$ cat src/rtl/ltc_sync_ctrl_pkg.sv
// Shared definitions for the ICM time-transfer supervisor: FSM encoding seen by software and default widths.
// No logic, no latency, no backpressure.
package ltc_sync_ctrl_pkg;

    typedef enum logic [2:0] {
        ST_OFF     = 3'd0,
        ST_ACQUIRE = 3'd1,
        ST_LOCKED  = 3'd2,
        ST_HOLDOFF = 3'd3,
        ST_FAULT   = 3'd4
    } state_t;

    localparam int CNT_W_DEF = 16;
    localparam int LTC_W     = 48;

    // Decoder is enabled exactly in the two acquisition-related states.
    function automatic logic tt_en_state(input state_t s);
        return (s == ST_ACQUIRE) || (s == ST_LOCKED);
    endfunction

endpackage

$ cat src/rtl/ltc_sync_ctrl_if.sv
// Bundle of software, decoder and mainboard-LTC signals around the supervisor.
// slave = supervisor view, master = the driving/observing side.
interface ltc_sync_ctrl_if #(
    parameter int CNT_W = 16
);
    logic              sw_en;
    logic              sw_ltc_wr_req;
    logic [47:0]       sw_ltc_wr_data;
    logic              tt_rdy;
    logic              tt_err;
    logic              tt_ltc_wr_req;
    logic [47:0]       tt_ltc_wr_data;
    logic              tt_en;
    logic              ltc_wr_req;
    logic [47:0]       ltc_wr_data;
    logic              sw_wr_rej;
    logic              locked;
    logic              fault;
    logic [2:0]        state;
    logic [CNT_W-1:0]  lock_loss_cnt;
    logic [CNT_W-1:0]  retry_cnt_tot;
    logic [CNT_W-1:0]  sw_rej_cnt;

    modport slave (
        input  sw_en, sw_ltc_wr_req, sw_ltc_wr_data,
        input  tt_rdy, tt_err, tt_ltc_wr_req, tt_ltc_wr_data,
        output tt_en, ltc_wr_req, ltc_wr_data, sw_wr_rej, locked, fault, state,
        output lock_loss_cnt, retry_cnt_tot, sw_rej_cnt
    );

    modport master (
        output sw_en, sw_ltc_wr_req, sw_ltc_wr_data,
        output tt_rdy, tt_err, tt_ltc_wr_req, tt_ltc_wr_data,
        input  tt_en, ltc_wr_req, ltc_wr_data, sw_wr_rej, locked, fault, state,
        input  lock_loss_cnt, retry_cnt_tot, sw_rej_cnt
    );

endinterface

$ cat src/rtl/ltc_sync_ctrl_sat_counter.sv
// Saturating event counter: increments on i_en, sticks at all-ones, cleared only by reset.
// Count visible 1 cycle after the enable; no backpressure.
module ltc_sync_ctrl_sat_counter #(
    parameter int W = 16
) (
    input  logic         clk,
    input  logic         rst_n,
    input  logic         i_en,
    output logic [W-1:0] o_cnt
);
    logic [W-1:0] r_cnt;

    always_ff @(posedge clk or negedge rst_n) begin
        if (!rst_n) begin
            r_cnt <= '0;
        end else if (i_en && (r_cnt != '1)) begin
            r_cnt <= r_cnt + W'(1);
        end
    end

    assign o_cnt = r_cnt;

endmodule

$ cat src/rtl/ltc_sync_ctrl.sv
// Supervises the ICM time-transfer decoder (acquire/lock/holdoff/fault) and arbitrates the single LTC write port.
// All outputs registered; LTC write follows an accepted request by 1 cycle; no backpressure, decoder wins over software.
module ltc_sync_ctrl
    import ltc_sync_ctrl_pkg::*;
#(
    parameter logic [31:0] SYNC_TIMEOUT  = 32'd240000000,
    parameter logic [15:0] RETRY_HOLDOFF = 16'd4096,
    parameter logic [3:0]  MAX_RETRY     = 4'd3,
    parameter int          CNT_W         = CNT_W_DEF
) (
    input  logic           clk,
    input  logic           rst_n,
    ltc_sync_ctrl_if.slave bus
);
    localparam logic [31:0] TMO_LAST = SYNC_TIMEOUT - 32'd1;
    localparam logic [31:0] HO_LAST  = {16'd0, RETRY_HOLDOFF} - 32'd1;

    state_t           r_state, w_nxt_state;
    logic [31:0]      r_timer, w_nxt_timer, w_run_timer;
    logic [3:0]       r_retry, w_nxt_retry, w_retry_inc;
    logic             r_tt_en, r_locked, r_fault, r_sw_wr_rej, r_ltc_wr_req;
    logic [LTC_W-1:0] r_ltc_wr_data, r_pend_dat, w_sw_dat, w_nxt_pend_dat;
    logic             r_pend_vld, w_nxt_pend_vld;
    logic             w_dec_acc, w_sw_ok, w_sw_new, w_sw_rej, w_sw_vld, w_sw_iss;
    logic             w_tmo, w_lock_loss, w_ho_enter;
    logic [CNT_W-1:0] w_lock_loss_cnt, w_retry_cnt_tot, w_sw_rej_cnt;

    // Registered tt_en gates the decoder strobe so a pulse racing tt_en falling is ignored.
    assign w_dec_acc   = bus.tt_ltc_wr_req && r_tt_en;
    assign w_sw_ok     = (r_state == ST_OFF) || (r_state == ST_HOLDOFF) || (r_state == ST_FAULT);
    assign w_sw_new    = bus.sw_ltc_wr_req && w_sw_ok;
    assign w_sw_rej    = bus.sw_ltc_wr_req && !w_sw_ok;
    assign w_sw_vld    = w_sw_new || r_pend_vld;
    assign w_sw_dat    = w_sw_new ? bus.sw_ltc_wr_data : r_pend_dat;
    assign w_sw_iss    = w_sw_vld && !w_dec_acc;
    assign w_tmo       = (r_timer == TMO_LAST) && !w_dec_acc;
    assign w_run_timer = w_dec_acc ? 32'd0 : r_timer + 32'd1;
    assign w_retry_inc = r_retry + 4'd1;
    assign w_ho_enter  = (w_nxt_state == ST_HOLDOFF) && (r_state != ST_HOLDOFF);

    always_comb begin
        w_nxt_state = r_state;
        w_nxt_timer = r_timer;
        w_nxt_retry = r_retry;
        w_lock_loss = 1'b0;
        if (!bus.sw_en) begin
            w_nxt_state = ST_OFF;
            w_nxt_timer = 32'd0;
            w_nxt_retry = 4'd0;
        end else begin
            case (r_state)
                ST_OFF: begin
                    w_nxt_state = ST_ACQUIRE;
                    w_nxt_timer = 32'd0;
                end
                ST_ACQUIRE: begin
                    w_nxt_timer = w_run_timer;
                    if (bus.tt_rdy) begin
                        w_nxt_state = ST_LOCKED;
                        w_nxt_retry = 4'd0;
                    end else if (w_tmo) begin
                        w_nxt_retry = w_retry_inc;
                        w_nxt_state = (w_retry_inc == MAX_RETRY) ? ST_FAULT : ST_HOLDOFF;
                        w_nxt_timer = 32'd0;
                    end
                end
                ST_LOCKED: begin
                    w_nxt_timer = w_run_timer;
                    // Timeout outranks err/rdy loss: the decoder gets a full restart.
                    if (w_tmo) begin
                        w_nxt_state = ST_HOLDOFF;
                        w_nxt_timer = 32'd0;
                        w_lock_loss = 1'b1;
                    end else if (bus.tt_err || !bus.tt_rdy) begin
                        w_nxt_state = ST_ACQUIRE;
                        w_lock_loss = 1'b1;
                    end
                end
                ST_HOLDOFF: begin
                    if (r_timer == HO_LAST) begin
                        w_nxt_state = ST_ACQUIRE;
                        w_nxt_timer = 32'd0;
                    end else begin
                        w_nxt_timer = r_timer + 32'd1;
                    end
                end
                ST_FAULT: begin
                    w_nxt_timer = 32'd0;
                end
                default: begin
                    w_nxt_state = ST_OFF;
                    w_nxt_timer = 32'd0;
                    w_nxt_retry = 4'd0;
                end
            endcase
        end
    end

    always_comb begin
        w_nxt_pend_vld = 1'b0;
        w_nxt_pend_dat = r_pend_dat;
        if (bus.sw_en && w_sw_vld && !w_sw_iss &&
            !((w_nxt_state == ST_ACQUIRE) && (r_state != ST_ACQUIRE))) begin
            w_nxt_pend_vld = 1'b1;
            w_nxt_pend_dat = w_sw_dat;
        end
    end

    always_ff @(posedge clk or negedge rst_n) begin
        if (!rst_n) begin
            r_state       <= ST_OFF;
            r_timer       <= 32'd0;
            r_retry       <= 4'd0;
            r_tt_en       <= 1'b0;
            r_locked      <= 1'b0;
            r_fault       <= 1'b0;
            r_sw_wr_rej   <= 1'b0;
            r_ltc_wr_req  <= 1'b0;
            r_ltc_wr_data <= '0;
            r_pend_vld    <= 1'b0;
            r_pend_dat    <= '0;
        end else begin
            r_state       <= w_nxt_state;
            r_timer       <= w_nxt_timer;
            r_retry       <= w_nxt_retry;
            r_tt_en       <= tt_en_state(w_nxt_state);
            r_locked      <= (w_nxt_state == ST_LOCKED);
            r_fault       <= (w_nxt_state == ST_FAULT);
            r_sw_wr_rej   <= w_sw_rej;
            r_ltc_wr_req  <= w_dec_acc || w_sw_iss;
            r_ltc_wr_data <= w_dec_acc ? bus.tt_ltc_wr_data : (w_sw_iss ? w_sw_dat : '0);
            r_pend_vld    <= w_nxt_pend_vld;
            r_pend_dat    <= w_nxt_pend_dat;
        end
    end

    ltc_sync_ctrl_sat_counter #(.W(CNT_W)) u_lock_loss_cnt (
        .clk(clk), .rst_n(rst_n), .i_en(w_lock_loss), .o_cnt(w_lock_loss_cnt)
    );
    ltc_sync_ctrl_sat_counter #(.W(CNT_W)) u_retry_cnt_tot (
        .clk(clk), .rst_n(rst_n), .i_en(w_ho_enter), .o_cnt(w_retry_cnt_tot)
    );
    ltc_sync_ctrl_sat_counter #(.W(CNT_W)) u_sw_rej_cnt (
        .clk(clk), .rst_n(rst_n), .i_en(w_sw_rej), .o_cnt(w_sw_rej_cnt)
    );

    assign bus.tt_en         = r_tt_en;
    assign bus.ltc_wr_req    = r_ltc_wr_req;
    assign bus.ltc_wr_data   = r_ltc_wr_data;
    assign bus.sw_wr_rej     = r_sw_wr_rej;
    assign bus.locked        = r_locked;
    assign bus.fault         = r_fault;
    assign bus.state         = r_state;
    assign bus.lock_loss_cnt = w_lock_loss_cnt;
    assign bus.retry_cnt_tot = w_retry_cnt_tot;
    assign bus.sw_rej_cnt    = w_sw_rej_cnt;

endmodule

$ cat src/flat_wrapper.sv
// flat-port wrapper written by rule: the top's interface ports become plain ports
module ltc_sync_ctrl_flat import ltc_sync_ctrl_pkg::*;
#(
    parameter logic [31:0] SYNC_TIMEOUT  = 32'd240000000,
    parameter logic [15:0] RETRY_HOLDOFF = 16'd4096,
    parameter logic [3:0]  MAX_RETRY     = 4'd3,
    parameter int          CNT_W         = CNT_W_DEF
)
  (clk, rst_n, bus_sw_en, bus_sw_ltc_wr_req, bus_sw_ltc_wr_data, bus_tt_rdy, bus_tt_err, bus_tt_ltc_wr_req, bus_tt_ltc_wr_data, bus_tt_en, bus_ltc_wr_req, bus_ltc_wr_data, bus_sw_wr_rej, bus_locked, bus_fault, bus_state, bus_lock_loss_cnt, bus_retry_cnt_tot, bus_sw_rej_cnt);
  ltc_sync_ctrl_if #(.CNT_W(CNT_W)) bus_i ();
  input  logic clk;
  input  logic rst_n;
  input wire logic [$bits(bus_i.sw_en)-1:0] bus_sw_en;
  input wire logic [$bits(bus_i.sw_ltc_wr_req)-1:0] bus_sw_ltc_wr_req;
  input wire logic [$bits(bus_i.sw_ltc_wr_data)-1:0] bus_sw_ltc_wr_data;
  input wire logic [$bits(bus_i.tt_rdy)-1:0] bus_tt_rdy;
  input wire logic [$bits(bus_i.tt_err)-1:0] bus_tt_err;
  input wire logic [$bits(bus_i.tt_ltc_wr_req)-1:0] bus_tt_ltc_wr_req;
  input wire logic [$bits(bus_i.tt_ltc_wr_data)-1:0] bus_tt_ltc_wr_data;
  output wire logic [$bits(bus_i.tt_en)-1:0] bus_tt_en;
  output wire logic [$bits(bus_i.ltc_wr_req)-1:0] bus_ltc_wr_req;
  output wire logic [$bits(bus_i.ltc_wr_data)-1:0] bus_ltc_wr_data;
  output wire logic [$bits(bus_i.sw_wr_rej)-1:0] bus_sw_wr_rej;
  output wire logic [$bits(bus_i.locked)-1:0] bus_locked;
  output wire logic [$bits(bus_i.fault)-1:0] bus_fault;
  output wire logic [$bits(bus_i.state)-1:0] bus_state;
  output wire logic [$bits(bus_i.lock_loss_cnt)-1:0] bus_lock_loss_cnt;
  output wire logic [$bits(bus_i.retry_cnt_tot)-1:0] bus_retry_cnt_tot;
  output wire logic [$bits(bus_i.sw_rej_cnt)-1:0] bus_sw_rej_cnt;
  assign bus_i.sw_en = bus_sw_en;
  assign bus_i.sw_ltc_wr_req = bus_sw_ltc_wr_req;
  assign bus_i.sw_ltc_wr_data = bus_sw_ltc_wr_data;
  assign bus_i.tt_rdy = bus_tt_rdy;
  assign bus_i.tt_err = bus_tt_err;
  assign bus_i.tt_ltc_wr_req = bus_tt_ltc_wr_req;
  assign bus_i.tt_ltc_wr_data = bus_tt_ltc_wr_data;
  assign bus_tt_en = bus_i.tt_en;
  assign bus_ltc_wr_req = bus_i.ltc_wr_req;
  assign bus_ltc_wr_data = bus_i.ltc_wr_data;
  assign bus_sw_wr_rej = bus_i.sw_wr_rej;
  assign bus_locked = bus_i.locked;
  assign bus_fault = bus_i.fault;
  assign bus_state = bus_i.state;
  assign bus_lock_loss_cnt = bus_i.lock_loss_cnt;
  assign bus_retry_cnt_tot = bus_i.retry_cnt_tot;
  assign bus_sw_rej_cnt = bus_i.sw_rej_cnt;
  ltc_sync_ctrl #(.SYNC_TIMEOUT(SYNC_TIMEOUT), .RETRY_HOLDOFF(RETRY_HOLDOFF), .MAX_RETRY(MAX_RETRY), .CNT_W(CNT_W)) u_core (.clk(clk), .rst_n(rst_n), .bus(bus_i));
endmodule
$ cat config.mk
export PLATFORM = sky130hd
export DESIGN_NAME = ltc_sync_ctrl_flat
export DESIGN_NICKNAME = d
export VERILOG_FILES = /design/src/rtl/ltc_sync_ctrl_pkg.sv /design/src/rtl/ltc_sync_ctrl_if.sv /design/src/rtl/ltc_sync_ctrl_sat_counter.sv /design/src/rtl/ltc_sync_ctrl.sv /design/src/flat_wrapper.sv
export SDC_FILE = /design/constraint.sdc
export NUM_CORES = 1
export LEC_CHECK = 0
export ABC_AREA = 0
export BUFFER_PORTS_ARGS = -buffer_cell sky130_fd_sc_hd__clkbuf_2
export CAP_MARGIN = 10
export CORE_MARGIN = 2
export CORE_UTILIZATION = 49
export CTS_CLUSTER_SIZE = 20
export DETAILED_ROUTE_END_ITERATION = 7
export MAX_ROUTING_LAYER = met4
export PLACE_DENSITY = 0.8
export SYNTH_ARGS = -nofsm -noshare
export SYNTH_HDL_FRONTEND = slang
export SYNTH_SLANG_ARGS = --single-unit
$ cat constraint.sdc
create_clock -name clk -period 2.75 [get_ports clk]
set_clock_uncertainty 0.15 [all_clocks]
set_input_delay 0.275 -clock clk [delete_from_list [all_inputs] [get_ports clk]]
set_output_delay 0.275 -clock clk [all_outputs]
set_load 0.03 [all_outputs]
==> results of run 1 <==
Yosys cell counts (3+ instances only):
cell      instances  area (um^2)
a21oi_1           5         25.0
a31oi_1          50          313
and2_1            3         18.8
and3_1           16          100
and4_1            7         61.3
buf_1             6         22.5
clkbuf_1         25         93.8
dfrtp_1         189         4730
ha_1              6         75.1
inv_1            12         45.0
mux2_2           31          349
mux2_4           18          270
nand2_1          91          342
nand2b_1          5         31.3
nand3_1          78          390
nand4_1          17          106
nor2_1          123          462
nor2b_1           4         25.0
nor3_1           11         55.1
nor4_1            6         37.5
o21a_1            3         22.5
o21ai_0           4         20.0
o22ai_1           3         18.8
xnor2_1          23          201
xor2_1           52          455
worst max path at each step:
stage	start	end	depth (start not counted)
after floorplan	u_core.r_timer[13]	u_core.r_pend_dat[36]	9
after global placement	u_core.r_timer[24]	u_core.r_pend_dat[14]	9
after detailed placement	u_core.r_timer[24]	u_core.r_pend_dat[14]	9
after CTS	u_core.r_timer[31]	u_core.r_pend_dat[20]	10
after global routing	u_core.r_retry[0]	u_core.u_retry_cnt_tot.o_cnt[1]	9
final	u_core.r_retry[0]	u_core.r_pend_dat[45]	11
worst reg2reg max path: stages, from the launching register on:
cell and delay [ns]:
dfrtp_1 0.41, inv_2 0.06, ha_1 0.20, and3_1 0.21, a31oi_4 0.16, a21oi_2 0.09, o31ai_4 0.23, and4b_4 0.25
nor3_4 0.23, buf_6 0.17, clkbuf_16 0.18, mux2_4 0.31
kinds of logic after synthesis:
kind of cell | after synthesis | synth area share
AO/OA/AOI/OAI | 76 | 0.0603
XOR/XNOR | 75 | 0.0757
adder cells (fa/ha/maj) | 6 | 0.00865
buffers and inverters | 50 | 0.0274
AND/OR/NAND/NOR | 377 | 0.208
multiplexers | 52 | 0.0751
flip-flops | 189 | 0.545
power breakdown:
| part | switching [mW] | internal [mW] |
|---|---|---|
| Clock | 1.12 | 1.39 |
| Sequential | 0.294 | 3.17 |
| Combinational | 0.883 | 0.688 |
cells in the final DEF, fill, tap and decap left out, types with 3 or more instances in the layout:
master / Yosys / final
a21oi_1: 5 / 4
clkbuf_2: 0 / 205
o21ai_0: 4 / 3
diode_2: 0 / 3
a31oi_1: 50 / 49
mux2_2: 31 / 21
and3_1: 16 / 16
xor2_1: 52 / 52
o22ai_1: 3 / 3
and4_1: 7 / 6
nor2_1: 123 / 123
inv_8: 0 / 3
ha_1: 6 / 5
nand3_1: 78 / 77
mux2_4: 18 / 30
nand4_1: 17 / 17
and2_1: 3 / 3
clkbuf_16: 0 / 20
clkinvlp_4: 0 / 3
inv_1: 12 / 11
nor3_1: 11 / 10
xnor2_1: 23 / 23
buf_6: 1 / 3
buf_4: 2 / 46
nand2b_1: 5 / 5
dfrtp_1: 189 / 189
nand2_1: 91 / 90
buf_12: 2 / 6
nor4_1: 6 / 5
nor2b_1: 4 / 4
dlygate4sd3_1: 0 / 98
repair_timing:
| action | CTS | global route |
|---|---|---|
| resized for setup | 5 | 25 |
| buffers inserted | 3 | 2 |
| gates cloned | 1 | 3 |
| hold buffers | 98 | 0 |
| setup endpoints to repair | 48 | 55 |
| pin swaps | 2 | 4 |
| hold endpoints to repair | 172 | 0 |
area by class of cell:
cell class | instances | area share
flip-flops and latches | 189 | 0.390
multi-input cells | 586 | 0.316
repair buffers | 363 | 0.217
clock buffers | 19 | 0.0366
well taps | 225 | 0.0232
clock inverters | 13 | 0.0129
inverters | 12 | 0.00372
diodes | 3 | 0.000620
per-stage QoR:
| stage | TNS (ns) | power, mW | instance area [um^2] | std cells |
|---|---|---|---|---|
| final | -0.102 | 7.54 | 12100 | 1410 |
| after global routing | -5.21 | 7.86 | 12100 | 1410 |
| after CTS | -0.0689 | 7.48 | 11900 | 1402 |
| after detailed placement | -2.01 | 4.87 | 10300 | 1268 |
| after global placement | -0.600 | 4.82 | 10300 | 1268 |
| after floorplan | 0 | 4.35 | 8680 | 825 |
sequential cells by signal, indices dropped and copies added (netlist names):
name	flops
u_core.bus.ltc_wr_data	48
u_core.r_pend_dat	48
u_core.r_timer	32
u_core.u_lock_loss_cnt.o_cnt	16
u_core.u_retry_cnt_tot.o_cnt	16
u_core.u_sw_rej_cnt.o_cnt	16
u_core.r_retry	4
u_core.bus.state	3
u_core.bus.fault	1
u_core.bus.locked	1
u_core.bus.ltc_wr_req	1
u_core.bus.sw_wr_rej	1
u_core.bus.tt_en	1
u_core.r_pend_vld	1
per-layer routing:
layer  global-route usage  vias to the layer above  wire, um  share of wire
met5                    -                        -         0              0
met3               0.0611                       92      1780          0.074
met1                0.299                     3730      9500           0.39
li1                     -                     3553         -              -
met4                0.136                        0       960          0.040
met2                0.418                      399     11900           0.49
==> flow_metrics.py, run 1 <==
metrics = {
    "critical_path": {
        "ff2ff_path_depth": 11,
        "reg2reg_slack_ns": -0.02,
        "critPathBufInv": 3,
        "worstReg2RegEnd": "u_core.r_pend_dat[45]",
        "path_max_fanout": 8,
        "worstSetupEndpointType": "flip-flop",
        "cp.required_ns": 2.91,
        "r2r-start": "u_core.r_retry[0]",
        "max_stage_delay_ns": 0.41,
        "path_delay_family": "simple AND/OR/NAND/NOR gates",
        "startpoint_type": "flip-flop",
        "cp_slowest_cell": "dfrtp_1",
        "critPathKind": "flip-flop to flip-flop",
        "crit_chain": "inv_2 > ha_1 > and3_1 > a31oi_4 > a21oi_2 > o31ai_4 > and4b_4 > nor3_4 > buf_6 > clkbuf_16 > mux2_4",
        "cp_data_arrival_time_ns": 2.93,
    },
    "floorplanning": {
        "start_util": 0.502,
        "die_h_um": 137,
        "die_w_um": 137,
        "die-area_mm2": 0.0188,
        "core_area_mm2": 0.0173,
        "placementRows": 48,
        "ios": 207,
    },
    "power": {
        "leakagePower_nw": 5.86,
        "power.density_mw_per_mm2": 622,
        "ir_drop_uv": 628,
    },
    "status": {
        "outcome": "finished with violations",
        "violations": "negative setup slack",
    },
    "drt": {
        "dr.pass1.iters": 7,
        "wl_um": 24200,
        "drcViolationCount": 0,
        "vias_per_cell": 5.51,
        "wl_per_cell_um": 17.2,
        "drtIter0Drc": 539,
        "routed-via-count": 7774,
        "ant_nets": 0,
    },
    "final_layout": {
        "drive_gt1_frac": 0.312,
        "multi_input_area_mm2": 0.00383,
        "fin_nets": 1278,
        "final_util": 0.700,
        "seqCellArea_mm2": 0.00473,
        "area_delta_synth_final_pct": 39.6,
        "n_fill_cell": 1220,
    },
    "timing": {
        "worst_pin_slew_ns": 0.684,
        "slew_headroom": 0.544,
        "holdWs_ns": 0.0425,
        "rsz0062_at_grt": "yes",
        "post-route-period-util": 1.01,
        "fin_crit_ns": 2.77,
        "maxSlewViolCount": 0,
        "setup_viol": 14,
        "fmax_mhz": 361,
        "worst_slack_ns": -0.0170,
        "hold_viol_final": 0,
    },
    "synthesis": {
        "synth_area_mm2": 0.00868,
        "synth-edff-count": 0,
        "synth_nets": 934,
        "ys_warn_count": 0,
        "ys.flop_type": "dfrtp_1",
        "synth-seq-cells": 189,
        "async_reset_ff_frac": 1.00,
        "synth.avg_cell_area_um2": 10.5,
        "ys_seq_area_frac": 0.545,
        "syn_inst": 825,
        "ys_types": 55,
    },
    "grt": {
        "grt_max_degree": 82,
        "grt_pass1_wl_um": 36800,
        "grt_pass1_vias": 7574,
        "grt_overflow": 0,
        "antenna_found_initial": 3,
        "grtUsageTotal": 0.259,
    },
    "flow_run": {
        "drv_cap": 0,
    },
    "worst_hold_path": {
        "min_path_cells": 2,
        "hp-class": "primary input to flip-flop",
        "min_to": "u_core.r_retry[2]",
        "min_from": "bus_sw_en",
    },
    "clock_network": {
        "cts_tree": "built",
        "cts_buffer_depth": 2,
        "cts.sinks": 189,
        "cts-root-buf": "clkbuf_16",
        "clk_pin_slew_ns": 0.07,
        "cts-buffers-inserted": 17,
        "h-tree-depth": 4,
        "insertion_delay_ns": 0.43,
    },
    "placement": {
        "dp_slack_ns": -0.0797,
        "port_buffers": 206,
        "gp_congestion": 0.846,
        "dp_hpwl_um": 14400,
    },
}
Power figures use the tool's default switching activity.
==> run 2, diff against run 1 <==
clock period = 2.3 ns   (was 2.75 ns; I/O delays follow)
==> run 2 against run 1 <==
  * The flow still finishes with violations (negative setup slack)
  * Final area increased by 11%
  * Via count increased by 8.1%
  * Critical path type unchanged
  * Maximum frequency decreased by 2.2%
  * Total power increased by 25%
  * Count of clock-buffer cells in the layout decreased by 1
  * First-iteration DRC count decreased by 9.8%
  * Utilization increased by 7.8 points
  * Die area unchanged
==> flow_metrics.py, run 2 (synthesized netlist as in run 1, its figures left out) <==
metrics = {
    "status": {
        "outcome": "finished with violations",
        "violations": "negative setup slack",
    },
    "clock_network": {
        "cts_tree": "built",
        "cts_buffer_depth": 2,
        "cts.sinks": 189,
        "cts-root-buf": "clkbuf_16",
        "clk_pin_slew_ns": 0.08,
        "cts-buffers-inserted": 17,
        "insertion_delay_ns": 0.44,
        "h-tree-depth": 4,
    },
    "drt": {
        "dr.pass1.iters": 5,
        "wl_per_cell_um": 19.4,
        "vias_per_cell": 5.62,
        "wl_um": 29000,
        "routed-via-count": 8404,
        "drcViolationCount": 0,
        "ant_nets": 0,
        "drtIter0Drc": 486,
    },
    "timing": {
        "slew_headroom": 0.532,
        "worst_slack_ns": -0.530,
        "rsz0062_at_grt": "yes",
        "fin_crit_ns": 2.83,
        "post-route-period-util": 1.23,
        "maxSlewViolCount": 0,
        "fin_setup_tns_ns": -31.25,
        "fmax_mhz": 353,
        "worst_pin_slew_ns": 0.702,
        "hold_viol_final": 0,
        "setup_viol": 114,
    },
    "critical_path": {
        "critPathKind": "flip-flop to flip-flop",
        "startpoint_type": "flip-flop",
        "cp_slowest_cell": "dfrtp_1",
        "crit_top_cell": "buf_4",
        "cp_data_arrival_time_ns": 3.03,
        "max_stage_delay_ns": 0.42,
        "cp.required_ns": 2.50,
        "worstSetupEndpointType": "flip-flop",
        "crit_chain": "nor4_4 > buf_4 > nand3_4 > nand4b_1 > a311oi_2 > buf_4 > nand4_1 > buf_4 > buf_12 > nor2_4 > xor2_2",
        "path_max_fanout": 6,
    },
    "floorplanning": {
        "die_h_um": 137,
        "ios": 207,
        "die_w_um": 137,
        "core_area_mm2": 0.0173,
        "die-area_mm2": 0.0188,
        "start_util": 0.502,
        "placementRows": 48,
    },
    "final_layout": {
        "final_common_cell": "clkbuf_2",
        "fin_nets": 1365,
        "area_delta_synth_final_pct": 55.1,
        "fin_cells": 1495,
        "final_util": 0.778,
        "most-common-layout-cells": "205 x clkbuf_2, 188 x dfrtp_1, 118 x buf_4, 100 x dlygate4sd3_1, 87 x nand2_1",
        "drive_gt1_frac": 0.427,
    },
    "grt": {
        "grtUsageMet1": 0.329,
        "grtUsageTotal": 0.298,
        "grt_overflow": 0,
        "grt_pass1_wl_um": 42100,
        "use_met2": 0.503,
        "grt_max_degree": 96,
        "grt_pass1_vias": 8602,
        "antenna_found_initial": 0,
        "grt_use_met3": 0.0667,
        "busiest_layer": "met2",
    },
    "placement": {
        "dp_hpwl_um": 15900,
        "gp_congestion": 0.898,
        "dp.cells": 1333,
        "port_buffers": 206,
    },
    "power": {
        "power.density_mw_per_mm2": 700,
        "ir_drop_uv": 676,
        "power_mw": 9.42,
        "leakagePower_nw": 6.49,
    },
    "worst_hold_path": {
        "hp-class": "primary input to flip-flop",
    },
    "flow_run": {
        "drv_cap": 0,
    },
}
==> run 2: worst max-delay path: cells and delay by family (launching register included) <==
kind,cells,cell delay [ns]
and+or+nand+nor,5,0.98
buffers and inverters,4,0.68
DFF,1,0.42
AOI/OAI and AO/OA,1,0.30
xor gates and xnor gates,1,0.21
==> run 2: repair_timing <==
item,in CTS,in global routing
pin swaps,21,51
hold buffers,100,0
hold endpoints to repair,156,0
gates resized for setup,59,126
setup buffers,11,19
endpoints found under the setup margin,115,136
gates cloned,1,3
==> run 2: layer usage <==
| layer | up-vias | share of wire |
|---|---|---|
| met2 | 463 | 0.51 |
| met5 | - | 0 |
| li1 | 3726 | - |
| met1 | 4086 | 0.37 |
| met4 | 0 | 0.049 |
| met3 | 129 | 0.071 |
==> run 2: path summary, 6_finish.rpt <==
kind,start,end,slack [ns],cells past startpoint
min reg2reg,u_core.u_sw_rej_cnt.o_cnt[9],u_core.u_sw_rej_cnt.o_cnt[9],0.34,1
min,bus_tt_rdy,u_core.r_retry[3],0.12,3
max reg2reg,u_core.r_timer[16],u_core.u_retry_cnt_tot.o_cnt[14],-0.53,11
max,u_core.r_timer[16],u_core.u_retry_cnt_tot.o_cnt[14],-0.53,11
min in group asynchronous,rst_n,u_core.bus.ltc_wr_data[36],0.19,2
max in group asynchronous,rst_n,u_core.r_pend_dat[36],1.04,3
==> run 2: layout make-up <==
cell class	count	area, um^2
diodes	1	2.50
clock buffers	18	439
clock inverters	14	199
fillers	1002	3840
inverters	12	45.0
multi-input cells	586	4440
flip-flops and latches	189	4730
well taps	225	282
repair buffers	450	3320
==> run 2: report_power, final <==
group / total [mW] / internal [mW] / switching (mW)
combinational: 2.09 / 0.904 / 1.19
sequential: 4.15 / 3.79 / 0.361
clock: 3.18 / 1.79 / 1.39
==> run 2: per-stage QoR <==
step / cell area [um^2] / worst slack [ns] / hold WS (ns)
floorplan: 8720 / -0.302 / -0.216
detailed placement: 10800 / -0.421 / 0.0988
CTS: 12800 / -0.383 / 0.0875
global placement: 10800 / -0.344 / 0.0995
global route: 13500 / -0.602 / 0.111
finish: 13500 / -0.530 / 0.121
